### config.mk
export PLATFORM = sky130hd
export DESIGN_NAME = hs_arbiter
export DESIGN_NICKNAME = d
export VERILOG_FILES = /design/src/rtl/hs_arbiter.sv
export SDC_FILE = /design/constraint.sdc
export NUM_CORES = 1
export LEC_CHECK = 0
export CORE_UTILIZATION = 40
export CTS_BUF_LIST = sky130_fd_sc_hd__clkbuf_4
export DETAILED_ROUTE_END_ITERATION = 12
export PLACE_DENSITY = 0.72
export SLEW_MARGIN = 40
export SYNTH_ARGS = -nofsm -noshare
export SYNTH_HDL_FRONTEND = slang
export SYNTH_SLANG_ARGS = --single-unit
### constraint.sdc
create_clock -name clk -period 3.6 [get_ports clk]
set_input_delay 0.72 -clock clk [delete_from_list [all_inputs] [get_ports clk]]
set_output_delay 0.72 -clock clk [all_outputs]
set_load 0.01 [all_outputs]
### src/rtl/hs_arbiter.sv
// hs_arbiter: N-input arbiter that funnels four-phase requesters into one
// shared downstream fifostage port, one word at a time.
// Build option: define HSARB_FIXED_PRIO_EN for fixed priority (lowest index
// wins); the default build uses round-robin arbitration.
module hs_arbiter #(
  parameter int N = 4,
  parameter int W = 8,
  localparam int GW = $clog2(N)
) (
  input  logic            clk,
  input  logic            reset,
  input  logic [N-1:0]    rr,
  input  logic [N*W-1:0]  din,
  output logic [N-1:0]    ar,
  output logic [W-1:0]    dout,
  output logic            rw,
  input  logic            aw,
  output logic [GW-1:0]   gnt,
  output logic            busy
);

  typedef enum logic [1:0] {
    IDLE = 2'd0,
    RACK = 2'd1,
    WREQ = 2'd2,
    WREL = 2'd3
  } state_t;

  localparam logic [N-1:0] ONE = N'(1);

  state_t        state;
  logic [GW-1:0] sel;

`ifdef HSARB_FIXED_PRIO_EN
  // Fixed priority: scan from the top so the lowest requesting index wins.
  always_comb begin
    sel = '0;
    for (int i = N - 1; i >= 0; i--) begin
      if (rr[GW'(i)]) sel = GW'(i);
    end
  end
`else
  logic [GW-1:0] last;
  logic [GW-1:0] cand;
  logic          found;
  int            idx;

  // Round-robin: first requester found searching upward from last+1, wrapping.
  always_comb begin
    sel   = '0;
    cand  = '0;
    found = 1'b0;
    idx   = 0;
    for (int k = 1; k <= N; k++) begin
      idx  = (int'(last) + k) % N;
      cand = GW'(idx);
      if (!found && rr[cand]) begin
        sel   = cand;
        found = 1'b1;
      end
    end
  end
`endif

  // Handshake sequencer: grant and capture, release requester, write downstream.
  always_ff @(posedge clk or negedge reset) begin
    if (!reset) begin
      state <= IDLE;
      ar    <= '0;
      rw    <= 1'b0;
      dout  <= '0;
      gnt   <= '0;
      busy  <= 1'b0;
`ifndef HSARB_FIXED_PRIO_EN
      last  <= GW'(N - 1);
`endif
    end else begin
      case (state)
        IDLE: begin
          if (|rr) begin
            dout  <= din[int'(sel)*W +: W];
            gnt   <= sel;
            ar    <= ONE << sel;
            busy  <= 1'b1;
            state <= RACK;
          end
        end
        RACK: begin
          if (!rr[gnt]) begin
            ar    <= '0;
            rw    <= 1'b1;
            state <= WREQ;
          end
        end
        WREQ: begin
          if (aw) begin
            rw    <= 1'b0;
            state <= WREL;
          end
        end
        WREL: begin
          if (!aw) begin
            busy  <= 1'b0;
            state <= IDLE;
`ifndef HSARB_FIXED_PRIO_EN
            last  <= gnt;
`endif
          end
        end
        default: state <= IDLE;
      endcase
    end
  end

endmodule

### Word level (Yosys, flattened, before mapping)

Index checks and enable logic that the tools add are counted.

| cells by class | value |
|---|---|
| equal/unequal tests | 7 |
| magnitude comparators | 5 |
| add/sub/neg operators | 4 |
| reduce and logical (&&, ||, !) cells | 17 |
| bitwise logic cells | 1 |
| shift-type cells | 2 |
| mux-type cells | 31 |

Operator list:

| kind | count |
|---|---|
| $shiftx A32 B6 Y8 | 1 |
| $mux W2 | 8 |
| $lt A2 B3 Y1 const B | 5 |
| $mux W1 | 12 |
| $bmux W1 S2 | 5 |
| $reduce_and A3 Y1 | 3 |
| $mux W4 | 2 |
| $ne A2 B2 Y1 const B | 4 |
| $pmux W2 S4 | 1 |
| $pmux W4 S2 | 1 |
| $reduce_bool A2 Y1 | 3 |
| $add A2 B1 Y2 const B | 2 |
| $add A2 B2 Y2 const B | 2 |
| $eq A2 B2 Y1 const B | 2 |
| $pmux W1 S2 | 2 |
| $reduce_and A2 Y1 | 2 |
| $reduce_and A4 Y1 | 1 |
| $reduce_or A4 Y1 | 1 |
| $shl A1 B2 Y4 const A | 1 |
| $logic_and A1 B1 Y1 | 3 |
| $logic_not A1 Y1 | 3 |
| $eq A2 B1 Y1 const B | 1 |
| $logic_not A2 Y1 | 1 |
| $not A1 Y1 | 1 |

| storage, ports and cells | value |
|---|---|
| bits in registers | 20 |
| input bits | 39 |
| output and inout bits | 16 |
| logic and storage cells | 74 |

### Depth between registers and ports, before layout

| logic depth | value |
|---|---|
| word-level depth | 16 |
| gate-level depth with buffers | 7 |
| gate-level depth less buffers | 6 |

### Least setup slack after synthesis

No wires, ideal clock.

| path | value |
|---|---|
| kind | input to register |
| start point | input port rr[3] |
| end point | register state[1] |
| setup time | 125 ps |
| stages | 4 |
| data required time | 3475 ps |
| path buffers | 0 |
| setup slack | 1658 ps |
| data arrival time | 1817 ps |
| cell sequence | mux4_2 > a22oi_2 > nand3_2 > mux2_4 |

| on the way | value |
|---|---|
| word-level cells in the longest chain between the ends | 4 |
| elaborated cells on any way between the ends | 6 |
| classes of those cells | 2 x eq/ne; 2 x mux; 2 x reduce/logical |

RTL lines:

| item | RTL line | text |
|---|---|---|
| from (decl) | 12 | `input logic [N-1:0] rr,` |
| $bmux W1 S2 | 89 | `if (!rr[gnt]) begin` |
| $mux W1 (implied by the code) | 89 |  |
| $ne A2 B2 Y1 (no line) | -- |  |
| $reduce_and A4 Y1 (no line) * | -- |  |
| to (signal assigned) | 85 | `state <= RACK;` |
| to (signal assigned) | 92 | `state <= WREQ;` |
| to (signal assigned) | 98 | `state <= WREL;` |
| to (decl) | 31 | `state_t state;` |

Mark *: on every way between the ends. The rest lies on a longest branch, timed or not. The select of a mux whose other input is x is not followed.
A chain may end at the register's enable or synchronous reset.

### Worst setup path after layout

| path | value |
|---|---|
| start point | input port rr[1] |
| end point | register dout[4] |

| on the way | value |
|---|---|
| word-level cells in the longest chain between the ends | 13 |
| elaborated cells on any way between the ends | 24 |
| classes of those cells | 1 x shift; 15 x mux; 8 x reduce/logical |

RTL lines:

| item | RTL line | text |
|---|---|---|
| $bmux W1 S2 | 57 | `if (!found && rr[cand]) begin` |
| $mux W1 (implied by the code) | 57 |  |
| $mux W1 | 57 |  |
| $logic_not A1 Y1 | 57 |  |
| $logic_and A1 B1 Y1 | 57 |  |
| $mux W1 | 57 |  |
| $logic_not A1 Y1 | 57 |  |
| $logic_and A1 B1 Y1 | 57 |  |
| $mux W1 | 57 |  |
| $logic_not A1 Y1 | 57 |  |
| $logic_and A1 B1 Y1 | 57 |  |
| $mux W2 | 57 |  |
| $shiftx A32 B6 Y8 | 81 | `dout <= din[int'(sel)*W +: W];` |
| to (signal assigned) | 81 |  |
| to (decl) | 15 | `output logic [W-1:0] dout,` |

Several ways; a longest one is shown, not always the timed one. The select of a mux whose other input is x is not followed.

==> metrics.txt <==
CTS tree=yes; Resized cells post-CTS=0; most common cell after layout, fill and taps aside=clkdlybuf4s50_1; IO Pins=55; IO Port Bufs=54; hpwl dp=approximately 2600 um; reg-to-reg slack, setup=approximately 1.4 ns; number of synthesized register bits=20; antenna viol nets, final=0; Synth warnings=0; slowest library cell on the worst path=clkdlybuf4s50_1; startpoint types=input port; Routability Congestion=roughly 0.81; Finished Layout Cells=230; post-synth cell types=35; final setup margin=about 1.1 ns; Die Ht=between 60 and 70 um; Worst Path Max Fanout=10; Arr. time, crit path=2.69 ns; Critical Path RT=between 3 and 4 ns; CP peak stage delay=0.60 ns; CP Buf/Inv Count=1; nets@finish=230; Seq/Total Area, Yosys=~37%; # clock sinks=20; syn avg cell area=between 10 and 15 um^2; later-pin clock latency in the skew report=roughly 0.29 ns; GRT Util Overall=between 10% and 20%; largest net degree at the start of global routing=21; DRT Pass-1 Iters=4; global route overflow=0; Setup TNS=0 ns; crit-path cells=clkdlybuf4s50_1 > nor4_2 > nor2b_1 > nand2_2 > a211oi_2 > a211oi_2; Placed Cells=roughly 230; most frequent CP cell=a211oi_2; drt first-iter violations=just over 40; postcts setup bufs=0; CTS clk-pin slew, worst paths=0.12 ns; final hold vios=0; Via Count=between 1000 and 1500; drt wl/cell=15.1 um; core footprint=3150 um^2; Cells after Synth=131; peak supply drop=~400 uV; Die W=60.5 um; status=finished clean; Root Driver=clkbuf_4; total power=roughly 1.4 mW; max-cap violations=0; synthesis-to-finish area growth=42.6%; vias in the first global route=1205; synthesized cell area=between 1000 and 1500 um^2; Leakage Power=0.799 nW; critical path type=input port to register; power per cell area=around 700 nW/um^2; Slew HR=a little over half; first-pass GRT wire length=5460 um; average vias per placed instance=5.18; Least-Margin Pin Slew=slightly below 0.7 ns; Tmin final=between 2 and 3 ns; Row Count=20; fin. max-slew vios=0; crit-path leading delay family=simple AND/OR/NAND/NOR gates; Hold Buf Count CTS=0; Total Wirelength=3470 um; CP Capture Type=register; highest clock rate=between 300 and 400 MHz; hold crit path type=input port to async pin; dpl ws=0.770 ns; Final Util=62.0%; n_diodes=0; CTS Buf Count=3; share of cells above drive strength 1=between 10% and 20%; antenna violations before repair=0; RSZ-0062 raised after global routing=no; H-tree Lvls=1; most frequent cells in the layout=53 x clkdlybuf4s50_1, 18 x dfrtp_1, 16 x a211oi_2; skew final=0.00411 ns; # DRC=0; Final Cycle Share=a little over two thirds; Clock Path Buffers=2; Mapped Nets=around 170; Initial Util=about 43%; final setup vio count=0; DIE AREA=about 3700 um^2
## state kept, by name, summed over array words and instances, names as in the netlist
signal	flops
ar	4
busy	1
dout	8
gnt	2
last	2
rw	1
state	2
## logic make-up after synthesis
| family | count (synthesis) | synth area share (%) |
|---|---|---|
| compound gates | 43 | 29.5 |
| simple gates | 34 | 13.2 |
| buf+inv | 19 | 7.58 |
| mux | 11 | 9.41 |
| flops | 20 | 36.7 |
| fa+ha+maj | 4 | 3.65 |
## per-stage QoR
step                hold WS (ns)  area, um^2
global route               0.385        1950
detailed placement         0.482        1920
CTS                        0.364        1950
finish                     0.360        1950
global placement           0.472        1930
floorplan                  0.424        1370
## final cells by class
type                       count  area, um^2
multi-input combinational     92         763
timing repair buffer          56         551
tap                           44        55.1
sequential                    20         503
fill                         267        1200
clock buffer                   4        30.0
inverter                      14        52.6
## routing by layer
| layer | part of all wire [%] | up-vias | GRT usage [%] | wire (um) |
|---|---|---|---|---|
| li1 | - | 583 | - | - |
| met4 | 0.23 | 0 | 2.60 | 8 |
| met3 | 6.9 | 2 | 3.62 | 239 |
| met2 | 46 | 42 | 36.9 | 1600 |
| met5 | 0 | - | 0 | 0 |
| met1 | 47 | 564 | 24.7 | 1620 |
## path summary, 6_finish.rpt
kind	to	depth (start not counted)	startpoint
worst max-delay path	dout[4]$_DFFE_PN0P_	6	rr[1]
worst min-delay path	dout[0]$_DFFE_PN0P_	1	reset
worst max register to register	dout[4]$_DFFE_PN0P_	6	state[0]$_DFFE_PN0P_
worst min register to register	ar[0]$_DFFE_PN0P_	1	ar[0]$_DFFE_PN0P_
max in group asynchronous	last[0]$_DFFE_PN1P_	1	reset
min in group clk	ar[0]$_DFFE_PN0P_	1	ar[0]$_DFFE_PN0P_
## power breakdown
group | internal [mW] | leakage, nW | switching, mW
logic | 0.427 | 0.549 | 0.425
clock network | 0.0506 | 0.0184 | 0.0683
registers | 0.341 | 0.232 | 0.0751
total | 0.819 | 0.799 | 0.568
## cell usage after synthesis (all sizes together)
cell / number / area share (%)
o21ai: 9 / 5.2
and3: 1 / 0.82
a31oi: 8 / 3.7
nand2: 7 / 2.1
a211oi: 16 / 15
nor4: 1 / 0.91
clkbuf: 1 / 0.27
dfstp: 2 / 3.8
mux2: 2 / 1.9
nand3: 1 / 0.73
mux4: 1 / 1.6
inv: 14 / 3.8
nor2b: 7 / 3.2
nand2b: 1 / 0.46
buf: 4 / 3.5
or3b: 1 / 0.64
a22o: 1 / 0.64
nor2: 14 / 3.8
a21o: 1 / 0.55
a22oi: 1 / 0.91
a21oi: 3 / 1.1
a32oi: 1 / 0.64
ha: 4 / 3.7
a32o: 2 / 1.5
dfrtp: 18 / 33
o311a: 1 / 0.73
or2: 1 / 0.46
mux2i: 8 / 5.8
No activity file was read; power rests on OpenSTA's default activity.
